==> src/rtl/seg7_pkg.sv <==
// Shared definitions for the 7-segment capture path.
//  - SEG_CODES : active-low {g..a} patterns for hex 0..F, indexed by value
//  - SEG_BLANK : all segments off
//  - seg7_state_e : capture FSM state encoding
package seg7_pkg;

  localparam logic [6:0] SEG_BLANK = 7'h7F;

  // Index i holds the pattern that displays hex digit i.
  // 9 and A are drawn without segment d; 7 is drawn with segment a lit.
  localparam logic [6:0] SEG_CODES [16] = '{
    7'h40, 7'h79, 7'h24, 7'h30, 7'h19, 7'h12, 7'h02, 7'h78,
    7'h00, 7'h18, 7'h08, 7'h03, 7'h46, 7'h21, 7'h06, 7'h0E
  };

  typedef enum logic [1:0] {
    ST_IDLE    = 2'd0,
    ST_TRACK   = 2'd1,
    ST_HOLD    = 2'd2,
    ST_WAITCHG = 2'd3
  } seg7_state_e;

endpackage

==> src/rtl/seg7_pattern_lut.sv <==
// Combinational classifier: 7-bit active-low segment pattern -> hex value.
// Ports:
//  pattern  in   7  segment pattern, bit0=a .. bit6=g, active-low
//  hit      out  1  pattern is one of the 16 legal digit codes
//  blank    out  1  pattern is all segments off
//  hex      out  4  decoded digit (0 when hit=0)
module seg7_pattern_lut
  import seg7_pkg::*;
(
  input  logic [6:0] pattern,
  output logic       hit,
  output logic       blank,
  output logic [3:0] hex
);

  // Legal codes are all distinct, so at most one iteration can match.
  always_comb begin
    hit = 1'b0;
    hex = 4'h0;
    for (int i = 0; i < 16; i++) begin
      if (pattern == SEG_CODES[i]) begin
        hit = 1'b1;
        hex = 4'(i);
      end
    end
    blank = (pattern == SEG_BLANK);
  end

endmodule

==> src/rtl/seg7_capture_encoder.sv <==
// Samples an active-low 7-segment bus, waits for it to be stable and emits
// the decoded value once per stable pattern.
// Handshake: out_valid rises with a frozen result; the result transfers on a
// rising clk edge where out_valid=1 and out_ready=1. out_valid never drops
// before that transfer except by reset.
// Ports:
//  clk, rst_n     clock, asynchronous active-low reset
//  seg_in[6:0]    segment bus (may be asynchronous to clk)
//  sample_en      capture enable
//  out_ready      consumer ready
//  out_valid      result available
//  out_hex[3:0]   decoded value (0 when blank or error)
//  out_blank      pattern was all segments off
//  out_err        pattern was not a legal code and not blank
//  busy           FSM not idle
//  state_dbg[1:0] current FSM state (seg7_state_e encoding)
module seg7_capture_encoder
  import seg7_pkg::*;
#(
  parameter int STABLE_CYCLES = 4
) (
  input  logic       clk,
  input  logic       rst_n,
  input  logic [6:0] seg_in,
  input  logic       sample_en,
  input  logic       out_ready,
  output logic       out_valid,
  output logic [3:0] out_hex,
  output logic       out_blank,
  output logic       out_err,
  output logic       busy,
  output logic [1:0] state_dbg
);

  localparam int CW = $clog2(STABLE_CYCLES + 1);
  localparam logic [CW-1:0] STABLE_C = CW'(STABLE_CYCLES);
  localparam logic [CW-1:0] CNT_ONE  = CW'(1);
  // A single matching sample is already "stable": restart paths emit at once.
  localparam bit ONE_SHOT = (STABLE_CYCLES == 1);

  logic [6:0]  sync1_q, s;
  logic [6:0]  ref_q;
  logic [6:0]  last_q;
  logic        have_last_q;
  logic [CW-1:0] cnt_q, cnt_nxt;
  seg7_state_e state_q;

  logic        lut_hit, lut_blank;
  logic [3:0]  lut_hex;

  logic        start_trk, to_idle, reach, emit, hold_done;

  assign state_dbg = state_q;

  // Two-flop synchroniser; resets to the blank pattern.
  always_ff @(posedge clk or negedge rst_n) begin
    if (!rst_n) begin
      sync1_q <= SEG_BLANK;
      s       <= SEG_BLANK;
    end else begin
      sync1_q <= seg_in;
      s       <= sync1_q;
    end
  end

  seg7_pattern_lut u_lut (
    .pattern (s),
    .hit     (lut_hit),
    .blank   (lut_blank),
    .hex     (lut_hex)
  );

  // Saturating stability count; a differing sample restarts it at 1.
  always_comb begin
    cnt_nxt = CNT_ONE;
    if (s == ref_q) begin
      cnt_nxt = (cnt_q >= STABLE_C) ? cnt_q : cnt_q + CNT_ONE;
    end
  end

  always_comb begin
    start_trk = 1'b0;
    to_idle   = 1'b0;
    reach     = 1'b0;
    hold_done = 1'b0;
    case (state_q)
      ST_IDLE:    start_trk = sample_en;
      ST_TRACK: begin
        to_idle = !sample_en;
        reach   = sample_en && (cnt_nxt >= STABLE_C);
      end
      ST_HOLD: begin
        to_idle   = out_ready && !sample_en;
        start_trk = out_ready && sample_en && (s != last_q);
        hold_done = out_ready && sample_en && (s == last_q);
      end
      ST_WAITCHG: begin
        to_idle   = !sample_en;
        start_trk = sample_en && (s != last_q);
      end
      default: ;
    endcase
    // A pattern that settles back to the one just emitted (short glitch
    // away and back) is not reported a second time.
    emit = (start_trk && ONE_SHOT) ||
           (reach && !(have_last_q && (s == last_q)));
  end

  always_ff @(posedge clk or negedge rst_n) begin
    if (!rst_n) begin
      state_q     <= ST_IDLE;
      ref_q       <= SEG_BLANK;
      cnt_q       <= '0;
      last_q      <= SEG_BLANK;
      have_last_q <= 1'b0;
      out_valid   <= 1'b0;
      out_hex     <= 4'h0;
      out_blank   <= 1'b0;
      out_err     <= 1'b0;
      busy        <= 1'b0;
    end else if (emit) begin
      state_q     <= ST_HOLD;
      ref_q       <= s;
      cnt_q       <= cnt_nxt;
      last_q      <= s;
      have_last_q <= 1'b1;
      out_valid   <= 1'b1;
      out_hex     <= lut_hit ? lut_hex : 4'h0;
      out_blank   <= lut_blank;
      out_err     <= !lut_hit && !lut_blank;
      busy        <= 1'b1;
    end else if (to_idle) begin
      state_q     <= ST_IDLE;
      cnt_q       <= '0;
      have_last_q <= 1'b0;
      out_valid   <= 1'b0;
      busy        <= 1'b0;
    end else if (start_trk) begin
      state_q   <= ST_TRACK;
      ref_q     <= s;
      cnt_q     <= CNT_ONE;
      out_valid <= 1'b0;
      busy      <= 1'b1;
    end else if (reach || hold_done) begin
      state_q   <= ST_WAITCHG;
      ref_q     <= s;
      cnt_q     <= cnt_nxt;
      out_valid <= 1'b0;
    end else if (state_q == ST_TRACK) begin
      ref_q <= s;
      cnt_q <= cnt_nxt;
    end
  end

endmodule

==> config.mk <==
export PLATFORM = sky130hd
export DESIGN_NAME = seg7_capture_encoder
export DESIGN_NICKNAME = d
export VERILOG_FILES = /design/src/rtl/seg7_pkg.sv /design/src/rtl/seg7_pattern_lut.sv /design/src/rtl/seg7_capture_encoder.sv
export SDC_FILE = /design/constraint.sdc
export NUM_CORES = 1
export LEC_CHECK = 0
export ABC_AREA = 0
export BUFFER_PORTS_ARGS = -buffer_cell sky130_fd_sc_hd__buf_2
export CAP_MARGIN = 5
export CORE_AREA = 4 4 74 76
export CTS_CLUSTER_SIZE = 12
export DETAILED_ROUTE_END_ITERATION = 8
export DIE_AREA = 0 0 78 80
export PLACE_DENSITY_LB_ADDON = 0.15
export SYNTH_ARGS = -nofsm -noshare
export SYNTH_HDL_FRONTEND = slang
export SYNTH_SLANG_ARGS = --single-unit
export TNS_END_PERCENT = 10
==> constraint.sdc <==
create_clock -name clk -period 2.9 [get_ports clk]
set_input_delay 0.145 -clock clk [delete_from_list [all_inputs] [get_ports clk]]
set_output_delay 0.145 -clock clk [all_outputs]
set_load 0.02 [all_outputs]
==> key figures, run 1 <==
STA
  – Final setup fails: 0
  – Fin Setup TNS: 0 ps
  – Hold Vio Cnt, Final: 14
  – RSZ-0062 raised after global routing: no
  – Fmax: 0.3958 GHz
  – Period utilization: 87.12%
  – Worst relative slew slack: 40.72%
  – Crit path time final: 2526 ps
  – Pins Over Slew Limit: 0
  – Clock Skew: approximately 5.5 ps
  – Slew at the pin closest to its max-slew limit: approximately 900 ps
  – Hold_ws: -33.06 ps
  – Final WS setup: around 370 ps

Outcome
  – Violated checks: negative hold slack
  – Outcome: finished with violations

Clock tree
  – Root buffer cell: clkbuf_8
  – PostCTS Resize Cnt: 0
  – H-tree depth: 2
  – # clock sinks: 42
  – CTS buffer count: 5
  – Clk slew on worst S/H paths: 80 ps
  – Clk_lat worst skew: just under 300 ps
  – Clk buf depth: 2
  – CTS tree: done

Power
  – Design internal power: about 910 uW
  – Clock Power Share: between 30% and 40%
  – Static leakage: 0.9845 nW
  – Peak VDD IR: roughly 0.26 mV
  – Pwr Density: between 400 and 500 nW/um2
  – Switching power: about 290 uW
  – Sw Ratio: a little under a quarter
  – Part of the power in registers: about 56%
  – Logic pwr share: approximately a tenth

Floorplan
  – Io pins: 21
  – Chip height: roughly 80 um
  – Site Rows: 25
  – Die ar.: approximately 6200 um2
  – Die Wd: 78 um
  – Initial Utilization: a little under half
  – Core area: roughly 4700 um2

Place
  – DP HPWL: 2936 um
  – GP Congestion: just under 0.9
  – Pre-CTS setup slack: roughly 380 ps
  – DP Area: 2282 um2
  – # port buffers: 20

Final layout
  – ANT cells: 0
  – Filler Cells Inserted: between 400 and 500
  – Layout cell share with drive strength beyond 1: between 30% and 40%
  – Final Instance Area: 2456 um2
  – Final nets: between 200 and 250
  – Synthesis-to-finish area growth: 14.66%

GRT
  – Number of global-route vias before repair: ~1.5k
  – Total gr overflow: 0
  – Initial antenna violation count: 0
  – First-pass GRT wire length: roughly 7000 um
  – Largest net degree at the start of global routing: 43
  – GRT Resource Usage Total: between 10% and 20%

Critical path
  – Crit-path slowest cell: dfstp_2
  – Worst EP arrival: 2710 ps
  – CP Max Fanout: 18
  – CP max stage delay: between 700 and 800 ps
  – CP Data Required Time: roughly 3100 ps
  – Setup crit start kind: flip-flop
  – Critical R2R Launch: s[2]
  – Worst path cell trace: xnor2_1 -> nand4_1 -> or4_1 -> nor2_1 -> mux2_2
  – Reg2Reg Capture Point: out_hex[0]
  – R2r worst-path depth: 5
  – Reg2reg setup slack: ~370 ps
  – Crit. End Element: flip-flop
  – Critical Setup Path Class: reg2reg

Synthesis
  – Synth cell types: 48
  – Sequential-to-total area share from yosys stat: roughly 50%
  – Most frequent cells after synthesis: dfstp_2, mux2_2, dfrtp_1, xnor2_1, nor2_1
  – FFs w/ async S/R, synth: 100.0%
  – Cells after synthesis: about 190
  – Yosys Warn Count: 0
  – EDFF count, synth: 0
  – Top post-synthesis cells by area: dfstp_2, dfrtp_1, mux2_2
  – Synthesized cell area: approximately 2100 um2
  – Post-synthesis register bit count: between 40 and 50
  – Post-Syn Area per Cell: between 10 and 15 um2
  – Area leader, netlist: dfstp_2
  – Post-synth top flop: dfstp_2
  – Count leader, synth: dfstp_2
  – Synth top area share: 34.35%
  – Syn Nets: roughly 200

Routing
  – Routed Antenna Nets: 0
  – 1st-iter DRT viols: 63
  – DRC viols: 0
  – Vias: 1482
  – Number of vias per cell: 5.237
  – DR pass1 iterations: 5
  – WL final: a little over 4000 um
  – Drt wl/cell: 14.44 um

Flow run
  – Max-cap viol count: 0

Hold path
  – Hold Crit Class: in2async
==> power by group through the flow <==
stage	registers [mW]	logic [mW]	clock network, mW
after floorplan	0.658	0.0994	0
after global placement	0.678	0.113	0
after detailed placement	0.680	0.117	0
after CTS	0.670	0.124	0.430
after global routing	0.676	0.139	0.465
final	0.670	0.123	0.408
==> routing by layer <==
layer,part of all wire [%],wire [um],global-route usage (%),up-vias
li1,-,-,-,727
met1,47,1922,19.33,722
met2,48,1945,22.43,31
met3,4.7,190,4.176,2
met4,0.66,27,5.245,0
met5,0,0,0,-
==> how the worst max path moves through the flow <==
| stage | start | endpoint | slack [ps] | depth (start not counted) |
|---|---|---|---|---|
| after floorplan | s[5] | out_hex[0] | 570 | 6 |
| after global placement | s[2] | out_hex[0] | 390 | 5 |
| after detailed placement | s[2] | out_hex[3] | 380 | 5 |
| after CTS | s[2] | out_hex[3] | 350 | 5 |
| after global routing | s[2] | out_hex[0] | 190 | 5 |
| final | s[2] | out_hex[0] | 370 | 5 |
==> metrics by stage <==
stage          std cells  utilization, %  power [mW]
2_1_floorplan        191               -      0.7579
3_3_place_gp         268           48.32      0.7906
3_5_place_dp         268           48.32      0.7966
4_1_cts              283           52.00       1.224
5_1_grt              283           52.00       1.280
6_report             283           52.00       1.201
==> flip-flops by register name (all words and copies together) (netlist names) <==
| register | flops |
|---|---|
| last_q | 7 |
| ref_q | 7 |
| s | 7 |
| sync1_q | 7 |
| out_hex | 4 |
| cnt_q | 3 |
| state_dbg | 2 |
| busy | 1 |
| have_last_q | 1 |
| out_blank | 1 |
| out_err | 1 |
| out_valid | 1 |
==> kinds of logic (layout without fill, tap and decap cells) <==
| group | after synthesis | in the layout | share of synthesized area (%) |
|---|---|---|---|
| AOI/OAI and AO/OA | 40 | 40 | 13.03 |
| xor gates and xnor gates | 17 | 17 | 7.652 |
| adders and majority gates | 2 | 2 | 1.168 |
| buffers and inverters | 19 | 44 | 4.147 |
| DFF | 42 | 42 | 50.70 |
| muxes | 17 | 17 | 8.937 |
| and+or+nand+nor | 54 | 54 | 14.37 |
==> repair_timing <==
item	4_1_cts	5_1_grt
hold endpoints to repair	7	0
hold buffers	7	0
buffers inserted	0	0
==> cells in the final DEF (no fill, tap or decap), drive strengths merged, types with 3 or more instances in the layout <==
cell type	synthesis	layout
nand2	7	7
clkbuf	8	6
nand2b	6	6
o21ai	10	10
xor2	3	3
or4	3	3
or2	3	3
xnor2	14	14
o41ai	4	4
dfrtp	14	14
dlygate4sd3	0	7
inv	6	6
mux2	17	17
dfstp	28	28
a21oi	8	8
nor2	11	11
nor3	6	6
o31ai	3	3
buf	5	23
nand3	3	3
==> critical path, delay by kind of cell (launching register included) <==
| kind | cells | cell delay [ps] |
|---|---|---|
| AND/OR/NAND/NOR | 3 | 1140 |
| flip-flops | 1 | 730 |
| multiplexers | 1 | 370 |
| XOR/XNOR | 1 | 170 |
==> cell type report <==
cell class | count | area, um2 | area share, %
timing repair buffer | 30 | 192.7 | 7.845
sequential | 42 | 1086 | 44.22
inverter | 6 | 22.52 | 0.9170
tap | 67 | 83.83 | 3.413
clock inverter | 2 | 10.01 | 0.4075
multi-input combinational | 130 | 967.2 | 39.38
clock buffer | 6 | 93.84 | 3.821
No activity file was read; power rests on OpenSTA's default activity.
==> run 2: changes to the inputs <==
CORE_AREA = 4 4 66 68   (was 4 4 74 76)
DIE_AREA = 0 0 70 72   (was 0 0 78 80)
==> run 2 against run 1 <==
The flow now finishes without violations. Final cell count fell by 5.7%. Design area fell by 0.46%. Core utilization rose by 11 points. Register-to-register slack barely moved. Sequential share of layout area rose by 0.20 points. Clock skew barely moved. First-iteration DRC count rose by 1.6%. Routed wire length fell by 0.93%. Critical path type unchanged.
==> key figures, run 2 (synthesis results as in run 1) <==
Outcome
  – Outcome: finished clean

STA
  – Hold_ws: 161.8 ps
  – Pins Over Slew Limit: 0
  – Crit path time final: 2541 ps
  – Period utilization: ~88%
  – Worst relative slew slack: 40.87%
  – Clock Skew: approximately 5.1 ps
  – Final setup fails: 0
  – Final WS setup: 358.7 ps
  – Fmax: roughly 0.39 GHz
  – Slew at the pin closest to its max-slew limit: around 890 ps
  – RSZ-0062 raised after global routing: no
  – Hold Vio Cnt, Final: 0
  – Fin Setup TNS: 0 ps

Power
  – Peak VDD IR: approximately 0.47 mV
  – Total power: around 1.2 mW
  – Pwr Density: about 500 nW/um2
  – Static leakage: about 0.99 nW

Final layout
  – Final nets: 229
  – Most common cell after layout, fill and taps aside: dfstp_2
  – Filler Cells Inserted: 318
  – Layout cell share with drive strength beyond 1: around 39%
  – Most frequent cells in the layout: dfstp_2, buf_2, mux2_2, dfrtp_1, xnor2_1
  – Non-Filler Instances: between 200 and 300
  – Synthesis-to-finish area growth: 14.14%
  – Multi-input gate area: around 970 um2
  – Storage element area: 1086 um2
  – ANT cells: 0
  – Final Instance Area: around 2400 um2
  – Final core occ: a little under two thirds

Critical path
  – Reg2Reg Capture Point: out_hex[0]
  – CP Max Fanout: 18
  – Reg2reg setup slack: approximately 360 ps
  – Critical R2R Launch: s[2]
  – CP Data Required Time: between 3000 and 4000 ps
  – Crit. End Element: flip-flop
  – Worst EP arrival: 2720 ps
  – R2r worst-path depth: 5
  – Setup crit start kind: flip-flop
  – Critical Setup Path Class: reg2reg
  – Critical Path Source: s[2]

Place
  – # port buffers: 20
  – DP Area: 2261 um2
  – GP Congestion: ~0.91
  – DP HPWL: 2795 um
  – Pre-CTS setup slack: between 300 and 400 ps
  – Placed instance count: approximately 250

Hold path
  – Hold Crit Class: in2reg
  – Hold Path Cell Cnt: 2
  – Worst Hold Endpoint: state_dbg[0]
  – Hold Crit Start: sample_en

Clock tree
  – # clock sinks: 42
  – Clk slew on worst S/H paths: 80 ps
  – CTS tree: done
  – Root buffer cell: clkbuf_8
  – CTS buffer count: 5
  – H-tree depth: 2
  – Postcts setup bufs: 0
  – Clk_lat worst skew: approximately 290 ps
  – Clk buf depth: 2

Routing
  – Vias: ~1.5k
  – Routed Antenna Nets: 0
  – WL final: 4048 um
  – DRC viols: 0
  – DR pass1 iterations: 4
  – Number of vias per cell: ~5.8
  – Drt wl/cell: between 15 and 20 um
  – 1st-iter DRT viols: 64

GRT
  – Largest net degree at the start of global routing: 43
  – Gr busiest metal: met2
  – Met1 Resource Use GR: a little under a quarter
  – Total gr overflow: 0
  – Initial antenna violation count: 0
  – GR met3 Demand/Resource: under 10%
  – Number of global-route vias before repair: roughly 1.5k
  – First-pass GRT wire length: approximately 7000 um
  – GRT Resource Usage Total: ~18%
  – Grt met2 use: about 28%

Floorplan
  – Core area: 3856 um2
  – Chip height: between 70 and 80 um
  – Die Wd: ~70 um
  – Initial Utilization: a little under three fifths
  – Die ar.: about 5000 um2
  – Site Rows: 23
  – Io pins: 21

Flow run
  – Max-cap viol count: 0
-- run 2: cell type report --
| type | instances | share of cell area [%] |
|---|---|---|
| inverter | 6 | 0.9212 |
| clock buffer | 6 | 3.838 |
| clock inverter | 2 | 0.4094 |
| multi-input combinational | 130 | 39.56 |
| sequential | 42 | 44.42 |
| timing repair buffer | 31 | 8.291 |
| tap | 50 | 2.559 |
-- run 2: worst max-delay path by stage --
stage,end,slack [ps],cells after the start
floorplan,out_hex[0],570,6
global placement,out_hex[2],410,5
detailed placement,out_hex[0],400,5
CTS,out_hex[0],360,5
global route,out_hex[0],220,5
finish,out_hex[0],360,5
-- run 2: power breakdown --
part / switching, mW / internal, mW / total, mW
registers: 0.0371 / 0.633 / 0.670
clock network: 0.196 / 0.219 / 0.414
logic: 0.0605 / 0.0630 / 0.124
-- run 2: timing repair --
| action | CTS | global route |
|---|---|---|
| hold endpoints to repair | 21 | 0 |
| hold buffers | 8 | 0 |
| resized for setup | 0 | 0 |
| endpoints found under the setup margin | 0 | 0 |
-- run 2: critical path, cell delays in order, from the launching register on --
cell	delay [ps]
dfstp_2	740
xnor2_1	170
nand4_1	180
or4_1	650
nor2_1	320
mux2_2	380
-- run 2: per-layer routing --
layer	up-vias	wire, um	share of wire [%]
met2	47	1937	48
met5	-	0	0
met4	0	80	2.0
li1	735	-	-
met1	751	1845	46
met3	10	184	4.5
==> run 3: changes to the inputs <==
clock period = 2.42 ns   (was 2.9 ns; I/O delays follow)
==> run 3 against run 2 <==
Core utilization is 1.9 points higher. Largest power group unchanged. Global-route usage increased by 1.2 points. Non-clock buffer count is 11 higher. Combinational power grew 48%. Register-to-register slack worse by 180 ps. Sequential power grew 17%. Worst setup slack worse by 180 ps. Highest routed layer unchanged. Via count rose by 4.6%. Worst hold slack got worse by 26 ps. Fmax is 13% higher. Sequential cell count is the same. Final cell count up 4.1%.
==> key figures, run 3 (synthesis results as in run 1) <==
GRT
  – Largest net degree at the start of global routing: between 40 and 50
  – Number of global-route vias before repair: 1609
  – Total gr overflow: 0
  – First-pass GRT wire length: about 7500 um
  – Initial antenna violation count: 0
  – GRT Resource Usage Total: about a fifth

Routing
  – WL final: between 4000 and 5000 um
  – Number of vias per cell: between 5 and 6
  – DR pass1 iterations: 4
  – Routed Antenna Nets: 0
  – DRC viols: 0
  – Vias: 1614
  – 1st-iter DRT viols: between 80 and 90
  – Drt wl/cell: 15.76 um

Place
  – DP HPWL: 3215 um
  – # port buffers: 20
  – GP Congestion: between 0.8 and 0.9

Floorplan
  – Site Rows: 23
  – Core area: about 3900 um2
  – Io pins: 21
  – Die ar.: between 5000 and 6000 um2
  – Chip height: between 70 and 80 um
  – Initial Utilization: a little under three fifths
  – Die Wd: approximately 70 um

Final layout
  – Most frequent cells in the layout: dfstp_2, buf_2, mux2_2, dfrtp_1, buf_4
  – Filler Cells Inserted: approximately 330
  – Storage element area: 1086 um2
  – ANT cells: 0
  – Synthesis-to-finish area growth: 17.58%
  – Most common cell after layout, fill and taps aside: dfstp_2
  – Multi-input gate area: ~970 um2
  – Final nets: 240
  – Final core occ: roughly 65%
  – Layout cell share with drive strength beyond 1: 42.11%

Hold path
  – Hold Path Cell Cnt: 2
  – Hold Crit Class: in2reg
  – Hold Crit Start: sample_en
  – Worst Hold Endpoint: state_dbg[0]

STA
  – Worst relative slew slack: 41.73%
  – Hold Vio Cnt, Final: 0
  – Period utilization: between 90% and 100%
  – Fin Setup TNS: 0 ps
  – RSZ-0062 raised after global routing: no
  – Crit path time final: 2241 ps
  – Final setup fails: 0
  – Clock Skew: approximately 6.3 ps
  – Slew at the pin closest to its max-slew limit: 874.0 ps
  – Pins Over Slew Limit: 0
  – Fmax: 0.4463 GHz

Clock tree
  – Root buffer cell: clkbuf_8
  – Clk buf depth: 2
  – H-tree depth: 2
  – Clk_lat worst skew: ~300 ps
  – # clock sinks: 42
  – CTS buffer count: 5
  – Postcts setup bufs: 0
  – CTS tree: done
  – Clk slew on worst S/H paths: roughly 80 ps

Critical path
  – Buf+Inv Stages, Crit Path: 0
  – Crit. End Element: flip-flop
  – CP Data Required Time: 2600 ps
  – Crit-path slowest cell: dfstp_2
  – CP Max Fanout: 6
  – Critical path's top delay family: simple AND/OR/NAND/NOR gates
  – Setup crit start kind: flip-flop
  – Reg2reg setup slack: 180 ps
  – Critical Setup Path Class: reg2reg
  – Worst path cell trace: xnor2_1 -> nand4_1 -> or4_1 -> nor2_2 -> mux2_2
  – Reg2Reg Capture Point: out_hex[1]
  – Critical R2R Launch: s[2]
  – Worst EP arrival: roughly 2400 ps
  – R2r worst-path depth: 5
  – CP max stage delay: between 600 and 700 ps

Power
  – Peak VDD IR: ~0.5 mV
  – Total power: 1.431 mW
  – Static leakage: 1.032 nW
  – Pwr Density: about 570 nW/um2

Flow run
  – Max-cap viol count: 0

Outcome
  – Outcome: finished clean
## run 3: repair_timing
item	CTS	global route
hold buffers	8	0
endpoints found under the setup margin	0	4
resized for setup	0	1
endpoints found under the hold margin	21	0
## run 3: final cells by class
cell class,count,share of cell area [%]
Clock inverter,3,0.9439
Timing Repair Buffer,42,11.33
Tap cell,50,2.484
Inverter,6,0.8942
Clock buffer,5,2.732
Sequential cell,42,43.12
Multi-Input combinational cell,130,38.50
## run 3: metrics by stage
step	hold slack, ps	area (um2)	setup WS (ps)	cells
after floorplan	-174.6	2142	90.97	191
after global placement	225.5	2344	197.9	262
after detailed placement	227.5	2344	121.4	262
after CTS	122.3	2516	81.87	278
after global routing	123.9	2519	40.68	278
final	135.8	2519	179.3	278
## run 3: power by group
group / switching [mW] / internal [mW] / total, mW
clock network: 0.254 / 0.209 / 0.462
logic: 0.0960 / 0.0869 / 0.183
registers: 0.0273 / 0.758 / 0.785
total: 0.377 / 1.05 / 1.43
## run 3: worst max-delay path by stage
stage | startpoint | depth (start not counted) | end
2_1_floorplan | s[5] | 6 | out_hex[0]
4_1_cts | s[2] | 5 | out_hex[1]
3_5_place_dp | s[2] | 5 | out_hex[1]
6_report | s[2] | 5 | out_hex[1]
5_1_grt | s[6] | 6 | cnt_q[2]
3_3_place_gp | s[2] | 5 | out_hex[0]
## run 3: routing by layer
layer  vias up  global-route usage [%]  share of wire, %  wire [um]
li1        760                       -                 -          -
met4         0                   6.170               1.3         59
met3        10                   4.709               4.4        194
met1       796                   23.38                43       1901
met2        48                   32.11                51       2225
met5         -                       0                 0          0
